`config.mk`:
```
export PLATFORM = sky130hd
export DESIGN_NAME = dbus_arbiter
export DESIGN_NICKNAME = d
export VERILOG_FILES = /design/src/rtl/dbus_arbiter.sv
export SDC_FILE = /design/constraint.sdc
export NUM_CORES = 1
export LEC_CHECK = 0
export ABC_CLOCK_PERIOD_IN_PS = 8150
export CAP_MARGIN = 20
export CORE_AREA = 2 2 177 179
export DETAILED_ROUTE_END_ITERATION = 7
export DIE_AREA = 0 0 179 181
export GPL_TIMING_DRIVEN = 0
export MAX_ROUTING_LAYER = met4
export PLACE_DENSITY = 0.55
export SETUP_SLACK_MARGIN = 0.4
export SLEW_MARGIN = 20
export SYNTH_ARGS = -nofsm -noshare
export SYNTH_HDL_FRONTEND = slang
export SYNTH_SLANG_ARGS = --single-unit
```
`constraint.sdc`:
```
create_clock -name clk -period 8.15 [get_ports clk]
set_input_delay 1.63 -clock clk [delete_from_list [all_inputs] [get_ports clk]]
set_output_delay 1.63 -clock clk [all_outputs]
set_load 0.01 [all_outputs]
```
`src/rtl/dbus_arbiter.sv`:
```
// Two-port data-bus arbiter: p0 (uncached access) has priority over p1 (write-buffer drain), bounded by a starvation limit.
// Latency: request seen in IDLE at cycle N is presented downstream at N+1; ok pulses combinationally on the accepted data_ok.
// Backpressure: one transaction in flight; a port is stalled until the FSM returns to IDLE and grants it.
module dbus_arbiter #(
  parameter int STARVE_LIMIT = 4,
  parameter int DATA_W       = 64
) (
  input  logic                clk,
  input  logic                reset,

  input  logic                p0_valid,
  input  logic [31:0]         p0_addr,
  input  logic [2:0]          p0_size,
  input  logic [DATA_W/8-1:0] p0_strobe,
  input  logic [DATA_W-1:0]   p0_data,

  input  logic                p1_valid,
  input  logic [31:0]         p1_addr,
  input  logic [2:0]          p1_size,
  input  logic [DATA_W/8-1:0] p1_strobe,
  input  logic [DATA_W-1:0]   p1_data,

  output logic                p0_ok,
  output logic                p1_ok,
  output logic [DATA_W-1:0]   rdata,

  output logic                dbus_valid,
  output logic [31:0]         dbus_addr,
  output logic [2:0]          dbus_size,
  output logic [DATA_W/8-1:0] dbus_strobe,
  output logic [DATA_W-1:0]   dbus_data,

  input  logic                dbus_addr_ok,
  input  logic                dbus_data_ok,
  input  logic [DATA_W-1:0]   dbus_rdata,

  input  logic                fence,
  output logic                busy
);

  localparam int CW = $clog2(STARVE_LIMIT + 1);

  typedef enum logic [1:0] {
    S_IDLE = 2'd0,
    S_REQ  = 2'd1,
    S_WAIT = 2'd2
  } state_t;

  state_t                r_state;
  state_t                w_state_nxt;
  logic [CW-1:0]         r_starve_cnt;
  logic                  r_sel_p1;
  logic [31:0]           r_addr;
  logic [2:0]            r_size;
  logic [DATA_W/8-1:0]   r_strobe;
  logic [DATA_W-1:0]     r_data;

  logic                  w_starved;
  logic                  w_grant_p0;
  logic                  w_grant_p1;
  logic                  w_grant;
  logic                  w_done;

  // p1 is forced through once it has waited out STARVE_LIMIT consecutive p0 grants
  assign w_starved  = p1_valid && (r_starve_cnt == CW'(STARVE_LIMIT));
  assign w_grant_p0 = (r_state == S_IDLE) && p0_valid && !fence && !w_starved;
  assign w_grant_p1 = (r_state == S_IDLE) && !w_grant_p0 && p1_valid;
  assign w_grant    = w_grant_p0 || w_grant_p1;

  // State register
  always_ff @(posedge clk) begin
    if (!reset) begin
      r_state <= S_IDLE;
    end else begin
      r_state <= w_state_nxt;
    end
  end

  // Next-state: grant in IDLE, address then data handshake downstream
  always_comb begin
    w_state_nxt = r_state;
    case (r_state)
      S_IDLE: if (w_grant) w_state_nxt = S_REQ;
      S_REQ: begin
        if (dbus_addr_ok) w_state_nxt = dbus_data_ok ? S_IDLE : S_WAIT;
      end
      S_WAIT: if (dbus_data_ok) w_state_nxt = S_IDLE;
      default: w_state_nxt = S_IDLE;
    endcase
  end

  // Outputs: request valid only in REQ; completion routed to the latched port
  always_comb begin
    dbus_valid = (r_state == S_REQ);
    busy       = (r_state != S_IDLE);
    // Gated by reset so a transaction abandoned by reset never signals completion
    w_done     = reset &&
                 (((r_state == S_REQ) && dbus_addr_ok && dbus_data_ok) ||
                  ((r_state == S_WAIT) && dbus_data_ok));
    p0_ok      = w_done && !r_sel_p1;
    p1_ok      = w_done && r_sel_p1;
    rdata      = dbus_rdata;
  end

  // Starvation counter: counts p0 wins over a waiting p1, cleared when p1 wins
  always_ff @(posedge clk) begin
    if (!reset) begin
      r_starve_cnt <= '0;
    end else if (w_grant_p1) begin
      r_starve_cnt <= '0;
    end else if (w_grant_p0 && p1_valid && (r_starve_cnt != CW'(STARVE_LIMIT))) begin
      r_starve_cnt <= r_starve_cnt + CW'(1);
    end
  end

  // Request capture on grant; fields are held until the next grant
  always_ff @(posedge clk) begin
    if (w_grant) begin
      r_sel_p1 <= w_grant_p1;
      r_addr   <= w_grant_p1 ? p1_addr   : p0_addr;
      r_size   <= w_grant_p1 ? p1_size   : p0_size;
      r_strobe <= w_grant_p1 ? p1_strobe : p0_strobe;
      r_data   <= w_grant_p1 ? p1_data   : p0_data;
    end
  end

  assign dbus_addr   = r_addr;
  assign dbus_size   = r_size;
  assign dbus_strobe = r_strobe;
  assign dbus_data   = r_data;

endmodule

```
==> reports/metrics.cfg <==
[outcome]
status=completed

[global_routing]
grt_usage_pct=10.9
grt_start_max_net_pins=27
antenna_found_initial=1
grt-ovfl-total=0
grt_pass1_wl_um=25300
grt_pass1_vias=4529

[placement]
globalplace.congestion=0.769
hpwlAfterDp_um=14000
portBuffers=395
placed_area_um2=9840

[timing]
fin_skew_ps=6.01
tns_ps=0
final.min_clock_period_ps=4790
worst_pin_slew_ps=638
post-route-period-util_pct=58.8
whs_ps=475
slew_viol_final=0
max_clock_freq_mhz=209
finalHoldViolCount=0
slew-limit-headroom_pct=57.3
setup_viol=0
rsz0062_at_grt=no

[synthesis]
syn_avg_cell_area_um2=16.2
synth_common_cells=108 x edfxtp_1, 88 x mux2_2, 66 x buf_4, 19 x mux2_1, 8 x buf_2
synth_area_leader_cell=edfxtp_1
yosysTopAreaCellShare_pct=61.1
netlist_area_um2=5310
synth.most_common_cell=edfxtp_1
ys.flop_type=edfxtp_1
ys_ff_latch=113
syn_inst=328
syn_nets=615
synthArstFlopShare_pct=0
netlist_top_cells_area=edfxtp_1 61%, mux2_2 19%, buf_4 9.3%
yosys.cell_types.count=24
synth_seq_area_share_pct=63.0
yosysWarningCount=0
synth_edf_count=108

[clocking]
htree_levels=4
clk_pin_slew_ps=60
cts_sinks=113
clockBufferDepth=2
cts.root.buffer_cell=clkbuf_16
postCtsSetupBuffers=0
postCtsResizedCells=0
clk_latency_ps=410
cts-buffers-inserted=17
cts_tree=done
cts_hold_buf=0

[layout]
antenna_cells=0
areaGrowthSynthToFinish_pct=97.6
drive_gt1_share_pct=26.5
design_area_um2=10500
fillCellCount=3039
fin_nets=1033

[setup_path]
worst-path-buf-inv=2
cp.required_ps=6520
crit_path_start_kind=primary input
critPathMostFrequentCell=clkdlybuf4s50_1
cp_data_arrival_time_ps=3160
end_kind=output pin
crit_slowest_cell=clkdlybuf4s50_1
critical_path.max_stage_delay_ps=560
critPathTopFamily=buffers and inverters
critPathMaxFanout=3
path_class=in -> out
path_cells=clkdlybuf4s50_1 > and3b_1 > o21ai_0 > nor3b_1 > clkdlybuf4s50_1

[floorplan]
core_area_um2=30300
chipHeight_um=181
row_count=64
io_pins=460
start_util_pct=17.5
die_w_um=179
dieArea_um2=32400

[power_and_ir_drop]
switching_share_pct=22.7
p_int_uw=1530
peakVddDrop_mv=0.102
cellPowerDensity_nw_per_um2=189
leakagePower_uw=0.00381
p_sw_uw=449
power_frac_seq_pct=36.6
comb_power_share_pct=21.7
clock_power_share_pct=41.7
p_total_uw=1980

[route]
routed_wl_um=17600
avgViaCountPerCell=3.67
ant_nets=0
wl_per_cell_um=15.2
drt-initial-drc-count=138
dr.pass1.iters=4
drc=0
vias=4234

[min_path]
hp-class=reg -> reg

[flow_run]
max_cap_viol_count=0

==> metrics by stage <==
step | util [%] | cells | worst slack (ps)
4_1_cts | 34.5 | 1155 | 3360
2_1_floorplan | - | 328 | 1010
5_1_grt | 34.5 | 1155 | 3250
6_report | 34.5 | 1155 | 3360
3_3_place_gp | 32.1 | 1119 | -2390
3_5_place_dp | 32.4 | 1123 | 3370
==> routing by layer <==
metal | global-route usage, % | part of all wire, % | vias up
li1 | - | - | 1997
met2 | 18.7 | 51 | 259
met3 | 2.99 | 8.9 | 18
met5 | - | 0 | -
met4 | 4.36 | 2.2 | 0
met1 | 11.7 | 38 | 1960
==> worst reg2reg max path, delay by kind of cell, from the launching register on <==
| family | cells | cell delay [ps] |
|---|---|---|
| buf+inv | 2 | 450 |
| simple gates | 1 | 450 |
| mux | 1 | 350 |
| compound gates | 1 | 420 |
| flops | 1 | 360 |
==> layout by cell type, fill, tap and decap left out, types with 4 or more instances in the layout <==
| master | synthesis | routed |
|---|---|---|
| buf_4 | 66 | 66 |
| nand2_1 | 4 | 4 |
| clkdlybuf4s50_1 | 0 | 395 |
| edfxtp_1 | 108 | 108 |
| mux2_2 | 88 | 88 |
| buf_12 | 0 | 4 |
| buf_2 | 8 | 8 |
| mux2_1 | 19 | 19 |
| clkbuf_16 | 0 | 17 |
| bufinv_16 | 0 | 5 |
| dfxtp_1 | 5 | 5 |
==> state kept, by name (all words and copies together) (netlist names) <==
register	flops
dbus_strobe	8
dbus_addr	32
dbus_data	64
r_state	2
r_sel_p1	1
dbus_size	3
r_starve_cnt	3
==> power groups by stage <==
| stage | clock [uW] | sequential, uW | combinational (uW) |
|---|---|---|---|
| finish | 827 | 725 | 431 |
| global route | 879 | 731 | 461 |
| CTS | 855 | 726 | 441 |
| detailed placement | 0 | 738 | 439 |
| global placement | 0 | 750 | 426 |
| floorplan | 0 | 776 | 125 |
==> cell type report <==
type,instances,area (um^2),area share [%]
Multi-Input combinational cell,137,1410,13.5
Buffer,75,547,5.21
Sequential cell,113,3340,31.9
Clock inverter,15,216,2.06
Tap cell,396,495,4.73
Timing Repair Buffer,399,4030,38.5
Inverter,3,11.3,0.107
Clock buffer,17,425,4.06
==> worst paths after layout <==
path                                       from         endpoint  slack (ps)  depth (start not counted)
worst max-delay path               dbus_addr_ok            p0_ok        3360                          5
worst min-delay path            r_starve_cnt[0]  r_starve_cnt[0]         470                          2
worst max register to register       r_state[1]    dbus_data[43]        5860                          5
worst min register to register  r_starve_cnt[0]  r_starve_cnt[0]         470                          2
==> logic make-up (layout without fill, tap and decap cells) <==
group | Yosys count | in the layout | synth area share (%)
AO/OA/AOI/OAI | 7 | 7 | 0.943
adder cells (fa/ha/maj) | 2 | 2 | 0.472
buffers and inverters | 78 | 509 | 10.5
flip-flops | 113 | 113 | 63.0
multiplexers | 107 | 107 | 22.7
AND/OR/NAND/NOR | 21 | 21 | 2.36
No activity file was read; power rests on OpenSTA's default activity.
==> patch 1, RTL diff (same flow settings) <==
The parameter `STARVE_LIMIT` goes from 4 to 8.
--- a/src/rtl/dbus_arbiter.sv
+++ b/src/rtl/dbus_arbiter.sv
@@ -4,3 +4,3 @@
 module dbus_arbiter #(
-  parameter int STARVE_LIMIT = 4,
+  parameter int STARVE_LIMIT = 8,
   parameter int DATA_W       = 64
Behaviour: not the same (a bounded check fails within 10 cycles, from zero or initial values and one cycle with reset low).
==> patch 1 against the unedited design <==
- global-route usage grew 0.66 points
- routed wire length grew 6.1%
- sequential cell count grew 1
- setup slack gained 0.12 ns
- count of clock-buffer cells in the layout grew 3
- utilization grew 0.20 points
- cell area grew 0.57%
- register-to-register slack lost 0.17 ns
- combinational power grew 2%
- total power shrank 2.3%
- sequential power grew 0.8%
- area after synthesis grew 1.5%
- via count grew 2.2%
- final cell count grew 1.1%
==> patch 1: results <==
set metrics [dict create \
    outcome "finished clean" \
    wl_per_cell_um 16.0 \
    grt_pass1_vias 4572 \
    grt_pass1_wl_mm 26.7 \
    leakagePower_nw 3.84 \
    hold_ws_ns 0.505 \
    place.gp.congestion 0.727 \
    pg_seq_mw 0.731 \
    nNetsFinal 1045 \
    placed_cell_area_mm2 0.00996 \
    ys_seq_area_frac 0.625 \
    vias 4326 \
    worst-path-max-fanout 2 \
    reg2reg_to "dbus_addr[28]" \
    ff2ff_setup_slack_ns 5.69 \
    ys_types 29 \
    yosys-top-cells-area "edfxtp_1, mux2_2, buf_4, mux2_1, dfxtp_1" \
    clkPwrFrac 0.396 \
    tightest_slew_ns 0.494 \
    drtIter0Drc 153 \
    track_usage 0.115 \
    synth_common_cells "edfxtp_1, mux2_2, buf_4, mux2_1, buf_2" \
    antenna_found_initial 0 \
    layout-drive-gt1-share 0.261 \
    dp_worst_setup_slack_ns 3.48 \
    crit_arrival_ns 3.04 \
    p_sw_frac 0.232 \
    post-dp-hpwl_mm 15.0 \
]
[patch 1: cell types whose count changed after synthesis, moves of 2 or more]
cell / delta
nand4_1: +2
buf_6: +2
buf_4: -2
clkbuf_1: +2
[patch 1: metrics by stage]
stage	setup TNS, ns	utilization	std cells	total power, mW
after detailed placement	0	0.328	1135	1.19
final	0	0.347	1168	1.94
after global placement	-289.35	0.324	1130	1.19
after floorplan	0	-	339	0.906
after CTS	0	0.347	1167	1.98
after global routing	0	0.347	1167	2.03
[patch 1: final cells by class]
class / count / area [um2]
Multi-Input combinational cell: 144 / 1450
Sequential cell: 114 / 3360
Timing Repair Buffer: 400 / 4070
Fill cell: 3014 / 19800
Clock inverter: 12 / 140
Inverter: 4 / 15.0
Antenna cell: 1 / 2.50
Tap cell: 396 / 495
Clock buffer: 20 / 447
Buffer: 77 / 562
[patch 1: worst max-delay path by stage]
stage / to / start / slack [ns]
6_report: p0_ok / dbus_addr_ok / 3.48
5_1_grt: p0_ok / dbus_addr_ok / 3.37
4_1_cts: p0_ok / dbus_addr_ok / 3.48
3_5_place_dp: p0_ok / dbus_addr_ok / 3.48
3_3_place_gp: dbus_addr[23] / p0_valid / -2.69
2_1_floorplan: dbus_addr[0] / p0_valid / 1.01
[patch 1: worst reg2reg max path, cell delays in order, from the launching register on]
cell and delay, ns:
dfxtp_1 0.35, or3b_1 0.38, clkbuf_1 0.20, a21oi_4 0.44
buf_2 0.40, mux2_2 0.43
[patch 1: per-layer routing]
layer	part of all wire	track usage	vias up	wire, um
met5	0	-	-	0
met4	0.015	0.0361	0	282
met3	0.10	0.0412	14	1950
met2	0.50	0.195	267	9300
met1	0.38	0.125	2005	7150
li1	-	-	2040	-
==> patch 2, RTL diff (same flow settings) <==
Made on the original files. Make the reset (`reset`) asynchronous in 2 clocked blocks.
--- a/src/rtl/dbus_arbiter.sv
+++ b/src/rtl/dbus_arbiter.sv
@@ -70,3 +70,3 @@
   // State register
-  always_ff @(posedge clk) begin
+  always_ff @(posedge clk or negedge reset) begin
     if (!reset) begin
@@ -105,3 +105,3 @@
   // Starvation counter: counts p0 wins over a waiting p1, cleared when p1 wins
-  always_ff @(posedge clk) begin
+  always_ff @(posedge clk or negedge reset) begin
     if (!reset) begin
Check against the original RTL: differs if reset is asserted again (counterexample within 4 cycles, from zero or initial values and one cycle with reset low); with reset held inactive, the same outputs for 10 cycles.
==> patch 2 against the unedited design <==
- fmax fell by 2.3%
- sequential cell count unchanged
- die area is the same
- routed wire length increased by 3.4%
- area after synthesis rose by 0.66%
- total power rose by 8.9%
- critical path depth stayed put
- sequential power rose by 9.4%
- final cell count about the same
- cell area fell by 0.24%
- setup slack got worse by 0.11 ns
- global-route usage up 0.44 points
- critical path type unchanged
- largest cell class unchanged
==> patch 2: results <==
set metrics [dict create \
    ys_seq_area_frac 0.631 \
    synth_common_cells "edfxtp_1, mux2_2, buf_4, mux2_1" \
    routed_via_density 3.70 \
    synthMuxAreaShare 0.228 \
    track_usage 0.113 \
    layout.nonclk_buf_frac 0.441 \
    dp.cells 1121 \
    post-dp-hpwl_mm 14.6 \
    synth_compound_area_frac 0.00820 \
    grt_pass1_vias 4660 \
    placed_cell_area_mm2 0.00988 \
    async_flop_share 0.0442 \
    seq_area_mm2 0.00337 \
    ys_types 21 \
    slew_headroom 0.591 \
    p_sw_frac 0.247 \
    grt_pass1_wl_mm 25.9 \
    synth_nets 613 \
    nNetsFinal 1031 \
    rr_startpoint "r_state[1]" \
    outcome "finished clean" \
    antenna_cells 1 \
    synth_adder_area_share 0.00468 \
    seq_cell_count 113 \
    critPathMaxStageDelay_ns 0.60 \
    leakagePower_nw 3.78 \
    p_total_mw 2.16 \
    layout-drive-gt1-share 0.262 \
    routed_wl_mm 18.2 \
    utilization 0.345 \
    nNonClkBuffers 475 \
    power.share.combinational 0.285 \
    drtIter0Drc 95 \
]
[patch 2: cell count changes after synthesis, sizes merged, moves of 2 or more]
| cell | delta |
|---|---|
| dfxtp | -5 |
| a21oi | -3 |
| dfrtp | +5 |
| o21ai | +2 |
| nand3b | +2 |
| nand4 | -2 |
[patch 2: layer usage]
metal,wire length [um],vias to the layer above,track usage,share of wire
li1,-,1984,-,-
met1,6700,2007,0.115,0.37
met2,9590,257,0.200,0.53
met3,1590,20,0.0326,0.088
met4,318,0,0.0459,0.017
met5,0,-,-,0
[patch 2: worst paths after layout]
| check | end | slack [ns] | depth (start not counted) |
|---|---|---|---|
| min in group asynchronous | r_starve_cnt[2] | 1.46 | 1 |
| setup / recovery | p1_ok | 3.25 | 5 |
| max in group asynchronous | r_state[0] | 6.46 | 1 |
| hold / removal | r_state[0] | 0.52 | 1 |
| hold reg to reg | r_state[0] | 0.52 | 1 |
| setup reg to reg | dbus_data[46] | 5.71 | 6 |
